`src/rtl/rr_arbiter_4_if.sv`:
```
// Request/grant bundle between four clients and the round-robin arbiter.
// The master side drives requests and the slave side (the arbiter) returns the registered grant.
interface rr_arbiter_4_if;
  logic [3:0] req;
  logic [3:0] gnt;
  logic [1:0] gnt_idx;
  logic       gnt_valid;
  logic       timeout;

  modport master (output req, input gnt, input gnt_idx, input gnt_valid, input timeout);
  modport slave  (input req, output gnt, output gnt_idx, output gnt_valid, output timeout);
endinterface

```
`src/rtl/rr_arbiter_4.sv`:
```
// Four-way round-robin arbiter with a hold limit; grant registered 1 cycle after request.
// No backpressure: a contended owner is forced off after MAX_HOLD cycles, an uncontended one keeps it.
module rr_arbiter_4 #(
  parameter int MAX_HOLD = 16,
  parameter int CNT_W    = 5
) (
  input  logic          clk,
  input  logic          rst,
  rr_arbiter_4_if.slave bus
);

  localparam logic [0:0]       ST_IDLE  = 1'b0;
  localparam logic [0:0]       ST_GRANT = 1'b1;
  localparam logic [CNT_W-1:0] HOLD_LIM = CNT_W'(MAX_HOLD - 1);

  // Returns {found, index}; the lowest offset from start wins because it is applied last.
  function automatic logic [2:0] rr_pick(input logic [3:0] r, input logic [1:0] start);
    logic [2:0] res;
    logic [1:0] cand;
    res = 3'b000;
    for (int k = 3; k >= 0; k--) begin
      cand = start + 2'(k);
      if (r[cand]) res = {1'b1, cand};
    end
    return res;
  endfunction

  logic [0:0]       state_q, state_d;
  logic [1:0]       last_q, last_d;
  logic [CNT_W-1:0] hold_q, hold_d;
  logic [1:0]       idx_q, idx_d;
  logic             vld_q, vld_d;
  logic [3:0]       gnt_q, gnt_d;
  logic             to_q, to_d;
  logic [3:0]       others;
  logic [2:0]       pick_rel, pick_rot;

  always_comb begin
    state_d  = state_q;
    last_d   = last_q;
    hold_d   = hold_q;
    idx_d    = idx_q;
    vld_d    = vld_q;
    to_d     = 1'b0;
    others   = bus.req & ~(4'b0001 << idx_q);
    pick_rel = rr_pick(bus.req, last_q + 2'd1);
    pick_rot = rr_pick(others, idx_q + 2'd1);

    case (state_q)
      ST_IDLE: begin
        if (pick_rel[2]) begin
          state_d = ST_GRANT;
          idx_d   = pick_rel[1:0];
          last_d  = pick_rel[1:0];
          vld_d   = 1'b1;
          hold_d  = '0;
        end else begin
          idx_d = 2'd0;
          vld_d = 1'b0;
        end
      end
      ST_GRANT: begin
        if (!bus.req[idx_q]) begin
          // Owner released: the owner's own bit is already clear, so search all requests.
          if (pick_rel[2]) begin
            idx_d  = pick_rel[1:0];
            last_d = pick_rel[1:0];
            hold_d = '0;
          end else begin
            state_d = ST_IDLE;
            idx_d   = 2'd0;
            vld_d   = 1'b0;
            hold_d  = '0;
          end
        end else if (hold_q == HOLD_LIM && others != 4'b0000) begin
          idx_d  = pick_rot[1:0];
          last_d = pick_rot[1:0];
          hold_d = '0;
          to_d   = 1'b1;
        end else if (hold_q != HOLD_LIM) begin
          hold_d = hold_q + 1'b1;
        end
      end
      default: state_d = ST_IDLE;
    endcase

    gnt_d = vld_d ? (4'b0001 << idx_d) : 4'b0000;
  end

  always_ff @(posedge clk or posedge rst) begin
    if (rst) begin
      state_q <= ST_IDLE;
      last_q  <= 2'd3;
      hold_q  <= '0;
      idx_q   <= 2'd0;
      vld_q   <= 1'b0;
      gnt_q   <= 4'b0000;
      to_q    <= 1'b0;
    end else begin
      state_q <= state_d;
      last_q  <= last_d;
      hold_q  <= hold_d;
      idx_q   <= idx_d;
      vld_q   <= vld_d;
      gnt_q   <= gnt_d;
      to_q    <= to_d;
    end
  end

  assign bus.gnt       = gnt_q;
  assign bus.gnt_idx   = idx_q;
  assign bus.gnt_valid = vld_q;
  assign bus.timeout   = to_q;

endmodule

```
`src/flat_wrapper.sv`:
```
// flat-port wrapper written by rule: the top's interface ports become plain ports
module rr_arbiter_4_flat 
#(
  parameter int MAX_HOLD = 16,
  parameter int CNT_W    = 5
)
  (clk, rst, bus_req, bus_gnt, bus_gnt_idx, bus_gnt_valid, bus_timeout);
  rr_arbiter_4_if bus_i ();
  input  logic clk;
  input  logic rst;
  input wire logic [$bits(bus_i.req)-1:0] bus_req;
  output wire logic [$bits(bus_i.gnt)-1:0] bus_gnt;
  output wire logic [$bits(bus_i.gnt_idx)-1:0] bus_gnt_idx;
  output wire logic [$bits(bus_i.gnt_valid)-1:0] bus_gnt_valid;
  output wire logic [$bits(bus_i.timeout)-1:0] bus_timeout;
  assign bus_i.req = bus_req;
  assign bus_gnt = bus_i.gnt;
  assign bus_gnt_idx = bus_i.gnt_idx;
  assign bus_gnt_valid = bus_i.gnt_valid;
  assign bus_timeout = bus_i.timeout;
  rr_arbiter_4 #(.MAX_HOLD(MAX_HOLD), .CNT_W(CNT_W)) u_core (.clk(clk), .rst(rst), .bus(bus_i));
endmodule
```
`config.mk`:
```
export PLATFORM = sky130hd
export DESIGN_NAME = rr_arbiter_4_flat
export DESIGN_NICKNAME = d
export VERILOG_FILES = /design/src/rtl/rr_arbiter_4_if.sv /design/src/rtl/rr_arbiter_4.sv /design/src/flat_wrapper.sv
export SDC_FILE = /design/constraint.sdc
export NUM_CORES = 1
export LEC_CHECK = 0
export ABC_AREA = 1
export BUFFER_PORTS_ARGS = -buffer_cell sky130_fd_sc_hd__buf_2
export CORE_MARGIN = 2
export CORE_UTILIZATION = 40
export CTS_BUF_LIST = sky130_fd_sc_hd__clkbuf_8
export CTS_CLUSTER_DIAMETER = 150
export DETAILED_ROUTE_END_ITERATION = 7
export PLACE_DENSITY_LB_ADDON = 0.12
export REMOVE_ABC_BUFFERS = 1
export SLEW_MARGIN = 30
export SYNTH_ARGS = -nofsm -noshare
export SYNTH_HDL_FRONTEND = slang
export SYNTH_SLANG_ARGS = --single-unit
```
`constraint.sdc`:
```
create_clock -name clk -period 2.1 [get_ports clk]
set_clock_uncertainty 0.15 [all_clocks]
set_input_delay 0.105 -clock clk [delete_from_list [all_inputs] [get_ports clk]]
set_output_delay 0.105 -clock clk [all_outputs]
set_load 0.005 [all_outputs]
```
==> impl_metrics.py <==
metrics = {
    "layout": {
        "drive_gt1_frac": 0.282,
        "layout_common_cells": "56 x nand2_1, 25 x nand3_1, 23 x inv_1, 16 x nor2_1, 14 x dfrtp_1",
        "nets": 228,
        "insertedDiodeCount": 0,
        "layout.cells.most_common": "nand2_1",
        "syn_to_final_growth_pct": 20.8,
        "finalNonFillerCells": 260,
    },
    "cts": {
        "tritoncts": "yes",
        "clk_path_buf_depth": 2,
        "cts-root-buf": "clkbuf_8",
        "clkLatencyLatePin_ns": 0.25,
        "clkSinkCount": 16,
        "path_clk_slew_ns": 0.06,
        "htree_levels": 1,
        "numCtsBuffers": 3,
    },
    "logic_synthesis": {
        "ys_warn_count": 0,
        "synth.distinct_cells": 26,
        "yosysSeqAreaShare": 0.318,
        "postSynthAreaPerCell_um2": 6.64,
        "ys_ff_latch": 16,
        "synth_area_um2": 1270,
        "synthCells": 191,
    },
    "placement": {
        "place_inst": 251,
        "dp_hpwl_mm": 2.37,
        "io_buffers": 13,
        "place.gp.congestion": 0.839,
        "place_ws_ns": 0.0141,
    },
    "global_routing": {
        "grt_overflow": 0,
        "grt_use_met2": 0.292,
        "grt_pass1_vias": 1108,
        "antenna_found_initial": 0,
        "gr-usage-all-layers": 0.175,
        "grt_util_met1": 0.244,
        "grt_busiest_layer": "met2",
        "grt_pass1_wl_mm": 4.81,
        "use_met3": 0.0281,
        "grt_max_degree": 17,
    },
    "routing": {
        "first_pass_iters": 4,
        "wl_per_cell_um": 11.7,
        "detail-route-antenna-nets": 0,
        "dr.first_iter.drc_count": 70,
        "route.detailed.drc": 0,
        "routed_wl_mm": 3.04,
        "via_count": 1253,
        "via_per_inst": 4.82,
    },
    "timing": {
        "rsz0062_at_grt": "no",
        "fin_crit_sh": 0.925,
        "finalSetupViolCount": 0,
        "worst_slew_pin_slew_ns": 0.590,
        "slew_viol_final": 0,
        "fmax_mhz": 515,
        "relSlewSlack": 0.606,
        "finalSetupTns_ns": 0,
        "period_minus_slack_ns": 1.94,
        "hold_viol_final": 0,
        "final.setup.worst_slack_ns": 0.158,
    },
    "floorplanning": {
        "die_y_um": 60.3,
        "rows": 20,
        "die_x_um": 60.3,
        "start_util": 0.419,
        "dieArea_um2": 3640,
        "core_area_um2": 3030,
        "pin_count": 14,
    },
    "setup_path": {
        "end_kind": "register",
        "cp_data_arrival_time_ns": 1.97,
        "crit_type": "register to register",
        "cp.required_ns": 2.13,
        "cp-start-kind": "register",
        "path_max_fanout": 7,
    },
    "run": {
        "max_cap_violations": 0,
    },
    "power_and_ir_drop": {
        "power_per_cell_area_nw_per_um2": 1650,
        "p_leak_nw": 0.854,
        "peakVddDrop_mv": 0.849,
        "p_total_mw": 2.54,
    },
    "min_path": {
        "worstHoldPathType": "primary input to register",
    },
    "outcome": {
        "status": "finished clean",
    },
}
[worst paths after layout]
path,start,endpoint,depth (start not counted),slack [ns]
hold / removal,bus_req[0],u_core.last_q[1],6,0.24
min in group asynchronous,rst,u_core.state_q,3,0.31
hold reg to reg,u_core.hold_q[4],u_core.hold_q[4],1,0.39
setup reg to reg,u_core.bus.gnt_idx[0],u_core.bus.gnt[2],12,0.16
setup / recovery,u_core.bus.gnt_idx[0],u_core.bus.gnt[2],12,0.16
max in group asynchronous,rst,u_core.hold_q[0],3,1.10
[kinds of logic (layout without fill, tap and decap cells)]
| kind of cell | after synthesis | in the layout | synth area share |
|---|---|---|---|
| flip-flops | 16 | 16 | 0.318 |
| AND/OR/NAND/NOR | 114 | 114 | 0.407 |
| AO/OA/AOI/OAI | 21 | 22 | 0.102 |
| XOR/XNOR | 2 | 2 | 0.0138 |
| adder cells (fa/ha/maj) | 5 | 5 | 0.0493 |
| buffers and inverters | 33 | 57 | 0.110 |
[routing by layer]
metal  wire length [um]  up-vias  share of wire
li1                   -      651              -
met1               1480      574           0.49
met2               1460       26           0.48
met3                 95        2          0.031
met4                  4        0         0.0013
met5                  0        -              0
[Yosys cell counts]
library cell,n,area (um2)
dfstp_2,2,52.6
o21ai_2,1,8.76
nand3_2,1,10.0
nor2_2,2,12.5
nor2_4,1,11.3
clkinv_2,1,5.00
nand2_1,56,210
xor2_1,1,8.76
dfrtp_1,14,350
a21oi_4,1,16.3
nor2_1,17,63.8
ha_1,5,62.6
buf_6,2,22.5
inv_1,23,86.3
o21ai_0,3,15.0
inv_2,7,26.3
a21oi_2,1,8.76
o21ai_1,8,40.0
nor3_1,1,5.00
nand3_1,26,130
nand3_4,1,17.5
o21a_1,1,7.51
a21boi_0,1,7.51
a21oi_1,5,25.0
xnor2_1,1,8.76
nand2_2,9,56.3
[where the power goes]
group	internal (mW)	switching, mW	leakage, nW
Clock	0.166	0.105	0.0288
Combinational	0.671	1.09	0.624
Sequential	0.426	0.0760	0.201
Total	1.26	1.27	0.854
[through the flow]
step / utilization / hold slack [ns] / area, um2
final: 0.506 / 0.237 / 1530
after global routing: 0.506 / 0.276 / 1530
after CTS: 0.485 / 0.228 / 1470
after detailed placement: 0.464 / 0.0558 / 1400
after global placement: 0.464 / 0.0345 / 1400
after floorplan: - / -0.133 / 1250
[area by class of cell]
| type | instances | area (um2) |
|---|---|---|
| Fill cell | 318 | 1500 |
| Tap cell | 44 | 55.1 |
| Sequential cell | 16 | 403 |
| Timing Repair Buffer | 22 | 136 |
| Multi-Input combinational cell | 143 | 766 |
| Clock buffer | 4 | 55.1 |
| Inverter | 31 | 118 |
[sequential cells by signal (all words and copies together), names as in the netlist]
name and flops:
u_core.bus.gnt 4, u_core.state_q 1, u_core.bus.gnt_idx 2, u_core.bus.timeout 1
u_core.hold_q 5, u_core.last_q 2, u_core.bus.gnt_valid 1
[worst max-delay path: stages (launching register included)]
cell and delay (ns):
dfrtp_1 0.37, inv_2 0.05, buf_4 0.15, ha_1 0.22, o21ai_2 0.20, o21ai_2 0.11
nor2_2 0.15, inv_2 0.05, nor2_1 0.08, nand2_1 0.10, nand2_1 0.09, nor2_1 0.06
nor2_1 0.10
[repair_timing]
item / CTS / global route
endpoints found under the hold margin: 14 / 0
buffers inserted: 0 / 3
gates resized for setup: 0 / 9
hold buffers: 1 / 0
setup endpoints to repair: 0 / 8
Power figures use the tool's default switching activity.
